File: src/rtl/add16u_err_monitor.sv
// add16u_err_monitor: error-statistics collector for an approximate 16-bit
// unsigned adder. Each accepted (A, B, O) triple is compared against the exact
// sum A+B. Over a window of 2^WIN_LOG2 samples the block gathers the total
// absolute error, the worst-case error and the count of erroneous samples, and
// then presents them through a valid/ready result handshake.
//
// Ports:
//   clk         rising-edge clock
//   rst         synchronous reset, active-high
//   start       pulse that opens a window (honoured only in IDLE)
//   busy        high while sampling or draining the pipeline
//   in_valid    sample valid
//   in_ready    sample ready (high only while sampling)
//   in_a, in_b  adder operands
//   in_o        approximate adder output for (in_a, in_b)
//   res_valid   window results valid
//   res_ready   result consumer ready
//   sum_abs_err sum of |(A+B) - O| over the window
//   max_err     maximum |(A+B) - O| over the window
//   err_cnt     number of samples with O != A+B
module add16u_err_monitor #(
    parameter int unsigned WIN_LOG2 = 10
) (
    input  logic                  clk,
    input  logic                  rst,
    input  logic                  start,
    output logic                  busy,
    input  logic                  in_valid,
    output logic                  in_ready,
    input  logic [15:0]           in_a,
    input  logic [15:0]           in_b,
    input  logic [16:0]           in_o,
    output logic                  res_valid,
    input  logic                  res_ready,
    output logic [16+WIN_LOG2:0]  sum_abs_err,
    output logic [16:0]           max_err,
    output logic [WIN_LOG2:0]     err_cnt
);

    localparam int unsigned SUM_W = 17 + WIN_LOG2;
    localparam int unsigned CNT_W = WIN_LOG2 + 1;
    localparam logic [CNT_W-1:0] LAST_IDX = CNT_W'((64'd1 << WIN_LOG2) - 64'd1);

    typedef enum logic [1:0] {
        ST_IDLE   = 2'd0,
        ST_RUN    = 2'd1,
        ST_DRAIN  = 2'd2,
        ST_REPORT = 2'd3
    } state_t;

    state_t             r_state;
    state_t             w_next_state;
    logic               r_busy;
    logic               r_in_ready;
    logic               r_res_valid;
    logic               w_busy;
    logic               w_in_ready;
    logic               w_res_valid;

    logic [CNT_W-1:0]   r_cnt;
    logic               r_s1_valid;
    logic [15:0]        r_a;
    logic [15:0]        r_b;
    logic [16:0]        r_o;
    logic [SUM_W-1:0]   r_sum;
    logic [16:0]        r_max;
    logic [CNT_W-1:0]   r_err_cnt;

    logic               w_accept;
    logic               w_clear;
    logic [16:0]        w_exact;
    logic [16:0]        w_err;

    // in_ready is a registered copy of "state is RUN", so accept needs no decode
    assign w_accept = in_valid & r_in_ready;
    assign w_clear  = (r_state == ST_IDLE) && start;

    // State register; handshake flags are registered alongside the state
    always_ff @(posedge clk) begin
        if (rst) begin
            r_state     <= ST_IDLE;
            r_busy      <= 1'b0;
            r_in_ready  <= 1'b0;
            r_res_valid <= 1'b0;
        end else begin
            r_state     <= w_next_state;
            r_busy      <= w_busy;
            r_in_ready  <= w_in_ready;
            r_res_valid <= w_res_valid;
        end
    end

    // Next-state logic
    always_comb begin
        w_next_state = r_state;
        case (r_state)
            ST_IDLE:   if (start) w_next_state = ST_RUN;
            ST_RUN:    if (w_accept && (r_cnt == LAST_IDX)) w_next_state = ST_DRAIN;
            // Final sample sits in stage 1 for one edge; leave once it is consumed
            ST_DRAIN:  if (!r_s1_valid) w_next_state = ST_REPORT;
            ST_REPORT: if (res_ready) w_next_state = ST_IDLE;
            default:   w_next_state = ST_IDLE;
        endcase
    end

    // Output decode from the next state, captured by the state register
    always_comb begin
        w_busy      = 1'b0;
        w_in_ready  = 1'b0;
        w_res_valid = 1'b0;
        case (w_next_state)
            ST_RUN:    begin w_busy = 1'b1; w_in_ready = 1'b1; end
            ST_DRAIN:  w_busy = 1'b1;
            ST_REPORT: w_res_valid = 1'b1;
            default:   ;
        endcase
    end

    // Stage 1: capture the accepted sample and count accepts
    always_ff @(posedge clk) begin
        if (rst) begin
            r_cnt      <= '0;
            r_s1_valid <= 1'b0;
            r_a        <= '0;
            r_b        <= '0;
            r_o        <= '0;
        end else begin
            if (w_clear) begin
                r_cnt <= '0;
            end else if (w_accept) begin
                r_cnt <= r_cnt + CNT_W'(1);
            end
            r_s1_valid <= w_accept & ~w_clear;
            if (w_accept) begin
                r_a <= in_a;
                r_b <= in_b;
                r_o <= in_o;
            end
        end
    end

    // Stage 2: exact sum and absolute error of the stage-1 sample
    assign w_exact = {1'b0, r_a} + {1'b0, r_b};
    assign w_err   = (w_exact >= r_o) ? (w_exact - r_o) : (r_o - w_exact);

    // Accumulators; the sum width covers the worst case so no saturation
    always_ff @(posedge clk) begin
        if (rst) begin
            r_sum     <= '0;
            r_max     <= '0;
            r_err_cnt <= '0;
        end else if (w_clear) begin
            r_sum     <= '0;
            r_max     <= '0;
            r_err_cnt <= '0;
        end else if (r_s1_valid) begin
            r_sum     <= r_sum + SUM_W'(w_err);
            if (w_err > r_max) begin
                r_max <= w_err;
            end
            r_err_cnt <= r_err_cnt + CNT_W'(w_err != 17'd0);
        end
    end

    assign busy        = r_busy;
    assign in_ready    = r_in_ready;
    assign res_valid   = r_res_valid;
    assign sum_abs_err = r_sum;
    assign max_err     = r_max;
    assign err_cnt     = r_err_cnt;

endmodule

File: config.mk
export PLATFORM = sky130hd
export DESIGN_NAME = add16u_err_monitor
export DESIGN_NICKNAME = d
export VERILOG_FILES = /design/src/rtl/add16u_err_monitor.sv
export SDC_FILE = /design/constraint.sdc
export NUM_CORES = 1
export LEC_CHECK = 0
export ABC_AREA = 1
export CAP_MARGIN = 20
export CORE_AREA = 2 2 128 130
export DETAILED_ROUTE_END_ITERATION = 7
export DIE_AREA = 0 0 130 132
export PLACE_DENSITY = 0.83
export SLEW_MARGIN = 20
export SYNTH_ARGS = -nofsm -noshare
export SYNTH_HDL_FRONTEND = slang
export SYNTH_SLANG_ARGS = --single-unit
export TNS_END_PERCENT = 1
File: constraint.sdc
create_clock -name clk -period 8.2 [get_ports clk]
set_input_delay 1.23 -clock clk [delete_from_list [all_inputs] [get_ports clk]]
set_output_delay 1.23 -clock clk [all_outputs]
set_load 0.01 [all_outputs]
==> results of run 1 <==
[final cells by class]
type | count | area share
multi-input cells | 951 | 0.519
flip-flops and latches | 121 | 0.229
repair buffers | 115 | 0.108
inverters | 194 | 0.0690
clock buffers | 19 | 0.0419
well taps | 216 | 0.0256
clock inverters | 11 | 0.00735
[metal layers]
layer,wire length (um),vias to the layer above,part of all wire,GRT usage
li1,-,4425,-,-
met1,9930,3886,0.44,0.343
met2,10800,305,0.48,0.455
met3,1210,66,0.054,0.0418
met4,696,0,0.031,0.102
met5,0,-,0,0
[synth_stat cells, drive strengths merged (2+ instances only)]
cell type	n	area share
nand2	246	0.11
inv	192	0.082
nor2	179	0.079
a21oi	132	0.080
dfxtp	121	0.28
o21ai	96	0.055
ha	83	0.12
nand3	79	0.056
xor2	34	0.034
clkbuf	23	0.0098
nor3	19	0.012
buf	14	0.011
nand4	12	0.0085
a21o	9	0.0077
xnor2	8	0.0080
o21bai	7	0.0060
a31oi	5	0.0036
o211ai	5	0.0043
o21a	5	0.0043
fa	4	0.0091
o2111ai	4	0.0040
a211oi	3	0.0026
mux2i	3	0.0034
nor4	3	0.0021
or2	3	0.0021
clkinv	2	0.00085
nor3b	2	0.0017
o31ai	2	0.0017
[where the power goes]
part           internal, mW  leakage [nW]  switching [mW]
Combinational         0.410          3.45           0.845
Clock                 0.389         0.239           0.279
Sequential            0.610         0.983          0.0142
[worst reg2reg max path, delay by kind of cell, from the launching register on]
kind,cells,cell delay [ps]
AOI/OAI and AO/OA,8,1730
xor gates and xnor gates,2,380
adders and majority gates,4,1260
buffers and inverters,7,750
DFF,1,330
and+or+nand+nor,21,2520
[through the flow]
stage	hold slack, ps	std cells	setup slack, ps
2_1_floorplan	435	1303	2400
3_3_place_gp	448	1597	1790
3_5_place_dp	458	1597	1420
4_1_cts	471	1627	1300
5_1_grt	503	1627	568
6_report	471	1627	1170
[cell families (layout without fill, tap and decap cells)]
group	Yosys count	after routing
compound gates	274	274
flops	121	121
simple gates	545	545
xor+xnor	42	42
fa+ha+maj	87	87
mux	3	3
buf+inv	231	339
[state kept, by name, summed over array words and instances (netlist names)]
| signal | count |
|---|---|
| busy | 1 |
| err_cnt | 11 |
| in_ready | 1 |
| max_err | 17 |
| r_a | 16 |
| r_b | 16 |
| r_cnt | 11 |
| r_o | 17 |
| r_s1_valid | 1 |
| r_state | 2 |
| res_valid | 1 |
| sum_abs_err | 27 |
[cells in the final DEF (no fill, tap or decap), types with 7 or more instances in the layout]
cell type | Yosys | final
o21ai_1 | 7 | 7
nand4_1 | 12 | 12
ha_1 | 83 | 83
inv_1 | 187 | 186
a21oi_2 | 11 | 11
xnor2_1 | 8 | 8
nand3_1 | 61 | 61
a21o_1 | 9 | 9
nand2_2 | 10 | 11
nor2_1 | 175 | 174
nand3_2 | 17 | 17
o21bai_1 | 7 | 7
o21ai_0 | 89 | 89
clkdlybuf4s50_1 | 0 | 111
a21oi_1 | 121 | 121
nand2_1 | 231 | 230
xor2_1 | 34 | 34
clkbuf_16 | 0 | 17
nor3_1 | 18 | 18
dfxtp_1 | 121 | 121
[path summary, 6_finish.rpt]
check	depth (start not counted)	from	slack, ps	endpoint
max reg2reg	42	r_a[0]$_SDFFE_PP0P_	1170	max_err[0]$_SDFFE_PP0P_
max	42	r_a[0]$_SDFFE_PP0P_	1170	max_err[0]$_SDFFE_PP0P_
min	2	r_cnt[10]$_SDFFE_PP0P_	470	r_cnt[10]$_SDFFE_PP0P_
min reg2reg	2	r_cnt[10]$_SDFFE_PP0P_	470	r_cnt[10]$_SDFFE_PP0P_
==> flow_summary.yaml, run 1 <==
outcome:
  outcome: "completed"
timing:
  period_needed_ps: 7030
  fin_setup_tns_ps: 0
  setup_viol: 0
  rsz0062_at_grt: "false"
  fmax_ghz: 0.142
  skew_ps: 8.82
  hold_viol_final: 0
  worst_pin_slew_ps: 842
  relSlewSlack: 0.435
  finalMaxSlewViolations: 0
  post-route-period-util: 0.857
logic_synthesis:
  ys_warn_count: 0
  synth_edf_count: 0
  synth_compound_area_frac: 0.174
  synthArstFlopShare: 0
  synth-xor-area-share: 0.0418
  synthMuxAreaShare: 0.00341
  ys_types: 50
  avgSynthCellArea_um2: 6.76
  synth_flop_cell: "dfxtp_1"
  yosysSeqAreaShare: 0.275
  ys_ff_latch: 121
  syn_inst: 1303
  syn-num-nets: 1444
  synth_area_um2: 8800
  synth-simple-area-share: 0.275
  synthAdderAreaFrac: 0.127
  synth_top_family_by_area: "simple AND/OR/NAND/NOR gates"
placed_design:
  placed_area_um2: 10000
  place.gp.congestion: 0.931
  dp_hpwl_mm: 17.0
  port_buffers: 111
detailed_routing:
  drtPass1Iterations: 6
  wl_per_cell_um: 13.9
  num_vias: 8682
  detail_route.wirelength_mm: 22.6
  route.detailed.drc: 0
  detail-route-antenna-nets: 0
  drt_iter0_drc: 582
  viasPerCell: 5.34
setup_path:
  crit_buf_inv: 7
  crit_top_cell: "nand2_1"
  crit_path_max_fanout: 22
  cp_top_family: "simple AND/OR/NAND/NOR gates"
  worstPathRequired_ps: 8540
  crit_path_max_incr_delay_ps: 400
  worstPathArrival_ps: 7370
  crit_path_start_kind: "flop"
  worst_setup_path_end_kind: "flop"
  path_class: "reg -> reg"
  crit_slowest_cell: "fa_1"
global_routing:
  grt.overflow.total: 0
  antenna_found_initial: 0
  grt_usage: 0.269
  first_global_vias: 8170
  grt_pass1_wl_mm: 37.8
  grt_start_max_net_pins: 73
clocking:
  htree_levels: 4
  tritoncts: "built"
  postCtsSetupRepairBufs: 0
  cts_made_buffers: 17
  hold_buffers: 0
  cts_root_buffer: "clkbuf_16"
  clk_pin_slew_ps: 60
  clock_path_buffers: 2
  clock_latency_ps: 420
  cts.sinks: 121
  ctsResizeCount: 0
die:
  fp.dieArea_um2: 17200
  die_w_um: 130
  std_cell_rows: 46
  ios: 112
  core_um2: 15700
  die_h_um: 132
  start_util: 0.560
final_layout:
  multi_input_area_um2: 5480
  final_util: 0.672
  drive_above_1_share: 0.0666
  fin_area_um2: 10600
  fin_nets: 1541
  syn_to_final_growth_pct: 19.9
  diodes: 0
  fill_cells: 1366
  regArea_um2: 2420
power:
  p_total_mw: 2.55
  irDropWorstVdd_mv: 0.178
  p_leak_nw: 4.67
  powerDensity_nw_per_um2: 241
flow_run:
  cap_violations: 0
worst_hold_path:
  hp-class: "reg -> reg"
Note: power is estimated with default switching activity, not from simulation.
==> run 2: changes to the inputs <==
Settings changed: REMOVE_ABC_BUFFERS from default to 1.
==> run 2 against run 1 <==
Compared with the run above: setup slack improved by 210 ps; sequential power barely moved; total power rose by 3.2%; critical endpoint is now max_err[9]$_SDFFE_PP0P_; largest power group unchanged; highest routed layer unchanged.
==> flow_summary.yaml, run 2 (same netlist as run 1, synthesis figures left out) <==
die:
  ios: 112
  start_util: 0.560
  fp.dieArea_um2: 17200
  core_um2: 15700
  die_h_um: 132
  die_w_um: 130
  std_cell_rows: 46
clocking:
  ctsResizeCount: 0
  cts.sinks: 121
  cts_made_buffers: 17
  tritoncts: "built"
  htree_levels: 4
  clock_latency_ps: 420
  hold_buffers: 0
  postCtsSetupRepairBufs: 0
  cts_root_buffer: "clkbuf_16"
  clock_path_buffers: 2
  clk_pin_slew_ps: 60
setup_path:
  crit_path_start_kind: "flop"
  worstPathArrival_ps: 7170
  crit_path_max_incr_delay_ps: 400
  crit_top_cell: "nand2_1"
  worstPathRequired_ps: 8550
  path_class: "reg -> reg"
  crit_path_max_fanout: 22
  crit_slowest_cell: "fa_1"
  worst_setup_path_end_kind: "flop"
detailed_routing:
  wl_met1_mm: 9.52
  drt_iter0_drc: 480
  wl_per_cell_um: 13.7
  detail-route-antenna-nets: 0
  detail_route.wirelength_mm: 22.3
  met2_length_mm: 11.0
  drtPass1Iterations: 5
  dr.max_layer_used: "met4"
  viasPerCell: 5.33
  num_vias: 8681
  wl_met3_mm: 1.05
  route.detailed.drc: 0
power:
  powerDensity_nw_per_um2: 247
  p_total_mw: 2.63
  p_leak_nw: 4.73
  irDropWorstVdd_mv: 0.159
global_routing:
  antenna_found_initial: 0
  first_global_vias: 8000
  grt_pass1_wl_mm: 37.1
  grt.overflow.total: 0
  grt_usage: 0.265
  grt_start_max_net_pins: 73
outcome:
  outcome: "completed"
timing:
  fin_setup_tns_ps: 0
  skew_ps: 5.81
  setup_viol: 0
  hold_viol_final: 0
  period_needed_ps: 6810
  relSlewSlack: 0.578
  fmax_ghz: 0.147
  rsz0062_at_grt: "false"
  worst_pin_slew_ps: 615
  finalMaxSlewViolations: 0
  post-route-period-util: 0.831
placed_design:
  place.gp.congestion: 0.937
  dp_hpwl_mm: 17.2
  dp.cells: 1598
  port_buffers: 111
final_layout:
  diodes: 0
  fill_cells: 1374
  regArea_um2: 2420
  syn_to_final_growth_pct: 21.1
  final_common_cell: "nand2_1"
  finalNonFillerCells: 1630
  multi_input_area_um2: 5480
  final_cell_mix: "nand2_1 (230), inv_1 (186), nor2_1 (174), a21oi_1 (121), dfxtp_1 (121)"
  largest_reg_flops: 27
  drive_above_1_share: 0.0693
  fin_nets: 1542
flow_run:
  cap_violations: 0
worst_hold_path:
  hp-class: "reg -> reg"
run 2: changes by cell type in the layout (fill, tap and decap cells not counted):
cell,delta
buf_4,+1
clkinvlp_4,-4
clkinv_4,+3
inv_6,+1
bufinv_16,+3
clkbuf_1,-1
run 2: power breakdown:
part	total [mW]	internal (mW)	switching (mW)
clock network	0.777	0.487	0.289
registers	0.624	0.609	0.0144
logic	1.23	0.408	0.819
run 2: cell type report:
class                           instances  share of cell area
Clock inverter                         14              0.0162
Timing Repair Buffer                  116               0.108
Multi-Input combinational cell        951               0.514
Inverter                              194              0.0683
Sequential cell                       121               0.227
Tap cell                              216              0.0254
Clock buffer                           18              0.0412
run 2: per-layer routing:
metal	global-route usage	up-vias
met1	0.322	3912
met5	0	-
li1	-	4439
met4	0.113	0
met2	0.464	277
met3	0.0381	53
run 2: final timing paths:
check / to / slack (ps) / start / cells past startpoint
setup reg to reg: max_err[9]$_SDFFE_PP0P_ / 1390 / r_a[0]$_SDFFE_PP0P_ / 42
hold reg to reg: r_cnt[2]$_SDFFE_PP0P_ / 460 / r_cnt[2]$_SDFFE_PP0P_ / 2
hold / removal: r_cnt[2]$_SDFFE_PP0P_ / 460 / r_cnt[2]$_SDFFE_PP0P_ / 2
setup / recovery: max_err[9]$_SDFFE_PP0P_ / 1390 / r_a[0]$_SDFFE_PP0P_ / 42
run 2: critical path, delay by kind of cell, from the launching register on:
kind	cells	cell delay, ps
AND/OR/NAND/NOR	21	2480
AO/OA/AOI/OAI	8	1620
adder cells (fa/ha/maj)	4	1260
buffers and inverters	7	710
flip-flops	1	360
XOR/XNOR	2	330
run 2: metrics by stage:
stage | hold slack, ps | worst slack [ps] | area, um2 | util
floorplan | 435 | 2400 | 8620 | -
global placement | 449 | 1700 | 10000 | 0.639
detailed placement | 457 | 1470 | 10000 | 0.639
CTS | 464 | 1390 | 10700 | 0.678
global route | 483 | 592 | 10700 | 0.678
finish | 461 | 1390 | 10700 | 0.678
==> run 3: changes to the inputs <==
Settings changed: CORE_AREA 2 2 128 130 to 2 2 135 137, DIE_AREA 0 0 130 132 to 0 0 137 139, PLACE_DENSITY 0.83 to 0.79.
Clock period 8.2 ns to 6.2 ns, I/O delays scaled along.
==> run 3 against run 2 <==
Compared with the run above: cell area rose by 4.3%; register-to-register slack got worse by 1100 ps; total power rose by 42%; sequential share of layout area down 0.95 points; core utilization down 4.8 points; maximum frequency up 16%; clock power increased by 42%; clock skew hardly changed; critical endpoint is now max_err[14]$_SDFFE_PP0P_; largest cell class unchanged; highest routed layer unchanged.
==> flow_summary.yaml, run 3 (same netlist as run 1, synthesis figures left out) <==
power:
  sequentialPowerShare: 0.222
  p_comb_frac: 0.482
  irDropWorstVdd_mv: 0.251
  p_leak_nw: 4.87
  p_int_mw: 2.18
  power_switching_share: 0.415
  powerDensity_nw_per_um2: 335
  clockPowerShare: 0.296
  p_total_mw: 3.72
  p_sw_mw: 1.54
die:
  die_h_um: 139
  fp.dieArea_um2: 19000
  core_um2: 17700
  std_cell_rows: 49
  start_util: 0.499
  ios: 112
  die_w_um: 137
global_routing:
  grt_pass1_wl_mm: 37.9
  first_global_vias: 8333
  grt_usage: 0.244
  antenna_found_initial: 0
  grt.overflow.total: 0
  grt_start_max_net_pins: 72
setup_path:
  crit_path_max_fanout: 12
  worst_setup_path_end_kind: "flop"
  worstPathArrival_ps: 6190
  reg2reg_from: "r_a[0]$_SDFFE_PP0P_"
  crit_buf_inv: 7
  r2r_slack_ps: 330
  r2r-end: "max_err[14]$_SDFFE_PP0P_"
  reg2reg_depth: 37
  crit_path_start_kind: "flop"
  crit_slowest_cell: "fa_1"
  path_class: "reg -> reg"
  worstPathRequired_ps: 6520
  cp_top_family: "simple AND/OR/NAND/NOR gates"
  crit_path_max_incr_delay_ps: 420
  crit_top_cell: "nand2_1"
placed_design:
  dp_hpwl_mm: 17.3
  port_buffers: 111
  place.gp.congestion: 0.931
  dp_slack_ps: -138
detailed_routing:
  drt_iter0_drc: 526
  wl_per_cell_um: 14.0
  detail-route-antenna-nets: 0
  viasPerCell: 5.29
  num_vias: 8809
  detail_route.wirelength_mm: 23.2
  drtPass1Iterations: 5
  route.detailed.drc: 0
timing:
  finalMaxSlewViolations: 0
  post-route-period-util: 0.947
  hold_viol_final: 0
  setup_viol: 0
  fmax_ghz: 0.170
  worst_pin_slew_ps: 882
  relSlewSlack: 0.409
  skew_ps: 5.55
  whs_ps: 463
  worst_slack_ps: 328
  period_needed_ps: 5870
  fin_setup_tns_ps: 0
clocking:
  hold_buffers: 0
  clk_pin_slew_ps: 60
  cts_made_buffers: 17
  tritoncts: "built"
  cts_root_buffer: "clkbuf_16"
  clock_latency_ps: 430
  htree_levels: 4
  clock_path_buffers: 2
  cts.sinks: 121
worst_hold_path:
  hp-class: "reg -> reg"
  hold_end: "r_cnt[2]$_SDFFE_PP0P_"
  min-delay-start: "r_cnt[2]$_SDFFE_PP0P_"
  holdPathStages: 2
flow_run:
  cap_violations: 0
outcome:
  outcome: "completed"
final_layout:
  final_util: 0.630
  final_cell_mix: "nand2_1 (229), inv_1 (186), nor2_1 (174), dfxtp_1 (121), a21oi_1 (120)"
  largest_reg_flops: 27
  final_common_cell: "nand2_1"
  fin_nets: 1563
  diodes: 0
  syn_to_final_growth_pct: 26.3
  drive_above_1_share: 0.101
-- run 3: changes by cell type in the layout (fill, tap and decap cells not counted), moves of 6 or more --
| cell | before | now |
|---|---|---|
| buf_4 | 5 | 21 |
| ha_1 | 83 | 75 |
| ha_4 | 0 | 7 |
| o21ai_0 | 89 | 81 |
| o21ai_2 | 0 | 6 |
-- run 3: layout make-up --
cell class | instances | area, um2
clock buffers | 20 | 467
clock inverters | 12 | 186
fillers | 1626 | 6540
inverters | 194 | 731
multi-input cells | 952 | 5670
flip-flops and latches | 121 | 2420
well taps | 229 | 287
repair buffers | 136 | 1360
-- run 3: what timing repair did --
item	CTS	global route
pin swaps	1	8
endpoints found under the hold margin	0	0
setup endpoints to repair	17	44
resized for setup	7	34
gates cloned	0	1
buffers inserted	1	6
-- run 3: worst max path at each step --
stage                              from                        to  slack (ps)  cells past startpoint
global route        r_b[0]$_SDFFE_PP0P_  max_err[14]$_SDFFE_PP0P_        -100                     37
CTS                 r_a[4]$_SDFFE_PP0P_  max_err[14]$_SDFFE_PP0P_          30                     37
global placement    r_a[0]$_SDFFE_PP0P_  max_err[14]$_SDFFE_PP0P_         140                     37
detailed placement  r_a[0]$_SDFFE_PP0P_   max_err[2]$_SDFFE_PP0P_        -140                     39
finish              r_a[0]$_SDFFE_PP0P_  max_err[14]$_SDFFE_PP0P_         330                     37
floorplan           r_a[0]$_SDFFE_PP0P_   max_err[6]$_SDFFE_PP0P_         400                     42
-- run 3: power by group through the flow --
stage | Clock (mW) | Sequential, mW | Combinational [mW]
2_1_floorplan | 0 | 0.841 | 1.20
3_3_place_gp | 0 | 0.840 | 1.62
3_5_place_dp | 0 | 0.842 | 1.65
4_1_cts | 1.11 | 0.825 | 1.68
5_1_grt | 1.15 | 0.829 | 2.00
6_report | 1.10 | 0.826 | 1.79
-- run 3: metrics by stage --
step	instances	cell area, um2
final	1664	11100
after global routing	1664	11100
after CTS	1656	10800
after detailed placement	1623	10200
after global placement	1623	10200
after floorplan	1266	8620
-- run 3: per-layer routing --
| metal | global-route usage | routed length [um] | vias up |
|---|---|---|---|
| li1 | - | - | 4482 |
| met1 | 0.298 | 9850 | 4027 |
| met2 | 0.414 | 11500 | 241 |
| met3 | 0.0453 | 1110 | 59 |
| met4 | 0.106 | 782 | 0 |
| met5 | 0 | 0 | - |
-- run 3: worst register-to-register path: cells and delay by family, from the launching register on --
kind | cells | cell delay, ps
buffers and inverters | 7 | 840
adders and majority gates | 4 | 1180
and+or+nand+nor | 17 | 1820
DFF | 1 | 340
xor gates and xnor gates | 2 | 420
AOI/OAI and AO/OA | 6 | 970
muxes | 1 | 220
